==> config.mk <==
export PLATFORM = sky130hd
export DESIGN_NAME = datapath_result_collector
export DESIGN_NICKNAME = d
export VERILOG_FILES = /design/src/rtl/datapath_result_collector.sv
export SDC_FILE = /design/constraint.sdc
export NUM_CORES = 1
export LEC_CHECK = 0
export ABC_AREA = 1
export ABC_CLOCK_PERIOD_IN_PS = 6900
export CAP_MARGIN = 20
export CELL_PAD_IN_SITES_DETAIL_PLACEMENT = 2
export CELL_PAD_IN_SITES_GLOBAL_PLACEMENT = 2
export CORE_ASPECT_RATIO = 1.5
export CORE_MARGIN = 5
export CORE_UTILIZATION = 40
export CTS_CLUSTER_SIZE = 30
export DETAILED_ROUTE_END_ITERATION = 6
export PLACE_DENSITY_LB_ADDON = 0.1
export SLEW_MARGIN = 20
export SYNTH_ARGS = -nofsm -noshare
export SYNTH_HDL_FRONTEND = slang
export SYNTH_SLANG_ARGS = --single-unit
==> constraint.sdc <==
create_clock -name clk -period 6.9 [get_ports clk]
set_clock_uncertainty 0.2 [all_clocks]
set_input_delay 1.38 -clock clk [delete_from_list [all_inputs] [get_ports clk]]
set_output_delay 1.38 -clock clk [all_outputs]
set_load 0.05 [all_outputs]
==> src/rtl/datapath_result_collector.sv <==
// Observes a fixed-latency datapath, re-pairs each result with its issued operands and
// queues them in a first-word-fall-through FIFO. Define COLLECTOR_STATS_EN to add drop/push counters.
module datapath_result_collector #(
    parameter int N     = 16,
    parameter int pipe  = 1,
    parameter int DEPTH = 8
) (
    input  logic                         clk,
    input  logic                         rst_n,
    input  logic                         in_valid,
    input  logic signed [N-1:0]          A,
    input  logic signed [N-1:0]          B,
    input  logic [2:0]                   opcode,
    input  logic signed [N-1:0]          Y,
    input  logic                         co,
    output logic                         out_valid,
    input  logic                         out_ready,
    output logic [N-1:0]                 out_A,
    output logic [N-1:0]                 out_B,
    output logic [2:0]                   out_opcode,
    output logic [N-1:0]                 out_Y,
    output logic                         out_co,
    output logic [$clog2(DEPTH+1)-1:0]   count,
    output logic                         overflow
`ifdef COLLECTOR_STATS_EN
    ,
    output logic [7:0]                   drop_count,
    output logic [15:0]                  push_total
`endif
);

    localparam int CW = $clog2(DEPTH + 1);
    localparam int PW = $clog2(DEPTH);

    typedef struct packed {
        logic [N-1:0] a;
        logic [N-1:0] b;
        logic [2:0]   op;
    } tag_t;

    typedef struct packed {
        tag_t         tag;
        logic [N-1:0] y;
        logic         co;
    } entry_t;

    tag_t   tag_in;
    tag_t   tag_dly;
    logic   vld_dly;

    assign tag_in = '{a: A, b: B, op: opcode};

    // Tag delay line: only the valid bits need reset, the payload follows them.
    generate
        if (pipe == 0) begin : g_nopipe
            assign vld_dly = in_valid;
            assign tag_dly = tag_in;
        end else begin : g_pipe
            logic [pipe:1] vld_pipe;
            tag_t          tag_pipe [1:pipe];

            always_ff @(posedge clk or negedge rst_n) begin
                if (!rst_n) begin
                    vld_pipe <= '0;
                end else begin
                    vld_pipe[1] <= in_valid;
                    for (int i = 2; i <= pipe; i++) vld_pipe[i] <= vld_pipe[i-1];
                end
            end

            always_ff @(posedge clk) begin
                tag_pipe[1] <= tag_in;
                for (int i = 2; i <= pipe; i++) tag_pipe[i] <= tag_pipe[i-1];
            end

            assign vld_dly = vld_pipe[pipe];
            assign tag_dly = tag_pipe[pipe];
        end
    endgenerate

    // Blocks a push on the first edge after reset release (matters for the zero-latency case).
    logic armed;

    always_ff @(posedge clk or negedge rst_n) begin
        if (!rst_n) armed <= 1'b0;
        else        armed <= 1'b1;
    end

    entry_t          mem [DEPTH];
    logic [PW-1:0]   wr_ptr;
    logic [PW-1:0]   rd_ptr;
    logic            push;
    logic            pop;
    logic            full;
    logic            accept;
    logic            drop;

    assign push   = vld_dly & armed;
    assign pop    = out_valid & out_ready;
    assign full   = (count == CW'(DEPTH));
    assign accept = push & (~full | pop);
    assign drop   = push & full & ~pop;

    always_ff @(posedge clk) begin
        if (accept) mem[wr_ptr] <= '{tag: tag_dly, y: Y, co: co};
    end

    // Pointers wrap naturally because DEPTH is a power of two.
    always_ff @(posedge clk or negedge rst_n) begin
        if (!rst_n) begin
            wr_ptr   <= '0;
            rd_ptr   <= '0;
            count    <= '0;
            overflow <= 1'b0;
        end else begin
            if (accept) wr_ptr <= wr_ptr + PW'(1);
            if (pop)    rd_ptr <= rd_ptr + PW'(1);
            case ({accept, pop})
                2'b10:   count <= count + CW'(1);
                2'b01:   count <= count - CW'(1);
                default: count <= count;
            endcase
            if (drop) overflow <= 1'b1;
        end
    end

    entry_t head;

    assign head       = mem[rd_ptr];
    assign out_valid  = (count != '0);
    assign out_A      = out_valid ? head.tag.a  : '0;
    assign out_B      = out_valid ? head.tag.b  : '0;
    assign out_opcode = out_valid ? head.tag.op : '0;
    assign out_Y      = out_valid ? head.y      : '0;
    assign out_co     = out_valid ? head.co     : 1'b0;

`ifdef COLLECTOR_STATS_EN
    always_ff @(posedge clk or negedge rst_n) begin
        if (!rst_n) begin
            drop_count <= '0;
            push_total <= '0;
        end else begin
            if (drop && drop_count != 8'hFF) drop_count <= drop_count + 8'd1;
            if (accept)                      push_total <= push_total + 16'd1;
        end
    end
`endif

endmodule

* After elaboration in Yosys (flattened, before gate mapping)
Memories as Yosys holds them, arrays and structs flattened.
Index checks and enable logic that the tools add are counted.
** Cells by class
- Magnitude comparators :: 0
- Divide/modulo/power cells :: 0
- Reductions and logical operators :: 2
- Multiplexer cells :: 8
- Bitwise gates (word level) :: 8
- Eq/ne operators :: 3
- $add $sub $neg :: 4
- Shift operators :: 0
- Multipliers :: 0
** Operators with widths (number)
- 2-to-1 mux 16 bit :: 3
- one-hot mux 4 bit (2 select lines) :: 1
- adder 3 x 1 -> 3 bit, second input constant :: 2
- bitwise AND 1 bit :: 5
- adder 4 x 1 -> 4 bit, second input constant :: 1
- == test 4 bit, second input constant :: 1
- nonzero test 4 bit :: 1
- subtractor 4 x 1 -> 4 bit, second input constant :: 1
- 2-to-1 mux 1 bit :: 3
- 2-to-1 mux 3 bit :: 1
- == test 2 x 1 -> 1 bit, second input constant :: 1
- == test 2 bit, second input constant :: 1
- inverter 1 bit :: 2
- nonzero test 2 bit :: 1
- OR 1 bit :: 1
** Storage, ports and cells
- Bits of input ports :: 56
- Memories kept :: 2
- Bits in registers :: 13
- Bits in read-only memories :: 0
- Bits in latches :: 0
- Memory bits (writable) :: 451
** Memories
- mem :: words 8, bits a word 52, read ports 1, clocked after Yosys merged registers in 0, wr ports 1, RTL line 89 : entry_t mem [DEPTH];
- g_pipe.tag_pipe :: words 1, bits a word 35, read ports 1, clocked after Yosys merged registers in 0, wr ports 1, RTL line 60 : tag_t tag_pipe [1:pipe];

* Logic depth before layout (Yosys ltp)
- Depth after elaboration :: 6
- Gate-level depth with buffers :: 11
- Gate-level depth less buffers :: 11

* Worst setup path after synthesis
Ideal clock, no wire load.
- Path kind :: input-to-reg
- Start point :: in out_ready
- End point :: mem mem[0][0] in the netlist's numbering, enable pin
- Stages :: 5
- Setup time :: 0.462 ns
- Required time :: 6.238 ns
- Slack :: 2.199 ns
- Path buffers :: 0
- Arrival time :: 4.040 ns
- Path through :: nand2_4 nand4_2 nand2_2 or2_1 nor2_1
** Between the ends
- Longest elaborated chain between the ends :: 5
** Ends and longest elaborated chain
- start, declared :: RTL line 17 : input logic out_ready,
- bitwise AND 1 bit :: RTL line 99 : assign pop = out_valid & out_ready;
- OR 1 bit :: RTL line 101 : assign accept = push & (~full | pop);
- bitwise AND 1 bit :: RTL line 101
- 2-to-1 mux 1 bit :: RTL line 105 : if (accept) mem[wr_ptr] <= '{tag: tag_dly, y: Y, co: co};
- 2-to-1 mux 1 bit (implied by the code) :: RTL line 105
- end, declared :: RTL line 89
No other way between the ends.

* Worst setup path in the final report
- Start point :: reg rd_ptr[0]
- End point :: out out_Y[12]
** Between the ends
- Longest elaborated chain between the ends :: 2
** Ends and longest elaborated chain
- start, declared :: RTL line 91 : logic [PW-1:0] rd_ptr;
- start signal, assigned :: RTL line 117 : if (pop) rd_ptr <= rd_ptr + PW'(1);
- memory read (8 x 52 bit)
- 2-to-1 mux 16 bit :: RTL line 134 : assign out_Y = out_valid ? head.y : '0;
- end, declared :: RTL line 21 : output logic [N-1:0] out_Y,
No other way between the ends.

==> results_dict.tcl <==
set metrics [dict create \
    critPathMaxStageDelay_ns 0.87 \
    gr-total-overflow 0 \
    wl_um 48900 \
    dieArea_um2 48600 \
    core_area_um2 43900 \
    synth_nets 1366 \
    boundaryPins 114 \
    grt_pass1_vias 12500 \
    pwr_density_cell_nw_per_um2 488 \
    drt_first_pass_iters 5 \
    ir_worst_vdd_uv 382 \
    min_path_type "flop to flop" \
    synth-seq-area-share_pct 76.4 \
    postSynthAreaPerCell_um2 13.5 \
    muxShareOfSynthArea_pct 0 \
    setup_violations 0 \
    end_kind "output pin" \
    hold_viol 0 \
    grt_max_degree 210 \
    leakage_nw 6.86 \
    final_cell_mix "nor2_1, edfxtp_1, o21ai_0" \
    clkLatencyLatePin_ns 0.55 \
    cts_setup_buffers 0 \
    n_antenna_cell 0 \
    worst_pin_slew_ns 1.09 \
    die_h_um 268 \
    max_freq_mhz 184 \
    nNetsFinal 1460 \
    nFillCells 4230 \
    synth_fa_ha_area_share_pct 0.212 \
    syn2layout_area_growth_pct 17.5 \
    antenna_found_initial 0 \
    seq_area_um2 13500 \
    multi_input_area_um2 3690 \
    max_slew_margin_pct 27.4 \
    grt_first_pass_wirelength_um 74900 \
    synth_simple_gate_area_share_pct 10.3 \
    die_w_um 182 \
    final_cells 2014 \
    numCtsBuffers 45 \
    crit_top_cell "nor2_1" \
    wire_per_inst_um 24.3 \
    clockRootBuffer "clkbuf_16" \
    holdBufCountCts 0 \
    path_cells "inv_6 -> buf_12 -> nor2_1 -> o32ai_1 -> o21ai_1 -> nor2_1 -> clkdlybuf4s50_1" \
    drv_cap 0 \
    synth_cell_types 29 \
    fin_setup_tns_ns 0 \
    crit_required_ns 5.32 \
    cp.arrival_ns 3.86 \
    final_max_slew_viol_count 0 \
    cts_buffer_depth 3 \
    rows 94 \
    place_inst 1930 \
    clk_pin_slew_worst_paths_ns 0.06 \
    crit_path_max_fanout 121 \
    syn_inst 1307 \
    status "complete, no violations" \
    cpMaxStageDelayCell "clkdlybuf4s50_1" \
    routed_via_density 5.47 \
    ant_nets 0 \
    initial_utilization_pct 40.3 \
    yosys_warnings 0 \
    cts_tree "yes" \
    post_cts_resized 0 \
    worst_setup_path_start_kind "flop" \
    yosys_register_bits 464 \
    drtIter0Drc 579 \
    place_congestion 0.693 \
    remaining_drc_errors 0 \
    rsz0062_at_grt "false" \
    cts.sinks 464 \
    synth_top_family_by_area "simple AND/OR/NAND/NOR gates" \
    layout_commonest_cell "nor2_1" \
    path_class "flop to output pin" \
    grt_usage_pct 20.0 \
    hpwl_um 26500 \
    fin_crit_ns 5.44 \
    synth_compound_area_share_pct 9.73 \
    drive_gt1_share_pct 7.58 \
    h-tree-depth 2 \
    syn-cell-area_um2 17700 \
    synthXorXnorAreaFrac_pct 0.297 \
    place.port_buffers 113 \
    dr_total_vias 11000 \
    fin_crit_sh_pct 78.8 \
]
==> where the power goes <==
| part | leakage [nW] | internal, mW | switching, mW |
|---|---|---|---|
| Combinational | 1.95 | 1.24 | 3.01 |
| Clock | 0.705 | 1.40 | 1.03 |
| Sequential | 4.21 | 3.29 | 0.168 |
| Total | 6.86 | 5.93 | 4.21 |
==> metal layers <==
layer | track usage [%] | part of all wire (%)
met1 | 24.6 | 41
met2 | 37.2 | 54
met3 | 2.53 | 3.1
met4 | 5.09 | 2.1
met5 | 0 | 0
==> registers in the layout (all words and copies together), names as in the netlist <==
signal	count
mem	416
g_pipe.tag_pipe	35
count	4
rd_ptr	3
wr_ptr	3
armed	1
g_pipe.vld_pipe	1
overflow	1
==> cells in the mapped netlist <==
library cell  instances  area (um^2)
buf_1                 1         3.75
buf_2                23          115
buf_4                 4         30.0
buf_6                15          169
clkbuf_1             43          161
conb_1                1         3.75
dfrtp_1              13          325
dfxtp_1              35          701
edfxtp_1            416        12500
ha_1                  3         37.5
inv_1                10         37.5
inv_2                 4         15.0
inv_4                 1         6.26
nand2_1              29          109
nand2_2               2         12.5
nand2_4               2         22.5
nand3_1               2         10.0
nand3_2               1         10.0
nand4_1               1         6.26
nand4_2               2         25.0
nor2_1              425         1600
nor2_2                1         6.26
nor2_4                1         11.3
o21ai_0             114          571
o21ai_1              45          225
o21bai_1              2         15.0
o32ai_1             104          911
or2_1                 1         6.26
xor2_1                6         52.6
==> critical path, delay by kind of cell (launching register included) <==
family | cells | cell delay [ns]
simple gates | 2 | 0.39
buf+inv | 3 | 1.91
compound gates | 2 | 0.43
flops | 1 | 0.51
==> stage by stage <==
stage	setup WS, ns	area (um^2)	power [mW]	hold slack (ns)	util (%)
floorplan	2.20	17700	6.39	0.291	-
detailed placement	2.04	19300	7.82	0.267	44.1
CTS	1.35	20800	10.3	0.286	47.4
global route	1.24	20800	10.7	0.314	47.4
global placement	2.13	19300	7.69	0.266	44.0
finish	1.46	20800	10.1	0.285	47.4
==> worst paths after layout <==
path	startpoint	end	slack, ns	depth (start not counted)
min in group asynchronous	rst_n	g_pipe.vld_pipe	1.01	1
max in group asynchronous	rst_n	rd_ptr[1]	5.02	1
max reg2reg	count[0]	mem[3][49]	2.93	9
min reg2reg	overflow	overflow	0.28	1
max	rd_ptr[0]	out_Y[12]	1.46	7
min	overflow	overflow	0.28	1
==> kinds of logic (layout without fill, tap and decap cells) <==
family	after synthesis	in the layout
adder cells (fa/ha/maj)	3	3
AND/OR/NAND/NOR	467	467
flip-flops	464	464
XOR/XNOR	6	6
other	1	1
AO/OA/AOI/OAI	265	265
buffers and inverters	101	232
==> final cells by class <==
cell class	count	area share (%)
multi-input cells	742	17.8
inverters	15	0.295
flip-flops and latches	464	65.1
clock buffers	70	6.41
repair buffers	133	6.41
well taps	576	3.47
clock inverters	14	0.590
(Power assumes the default switching activity.)
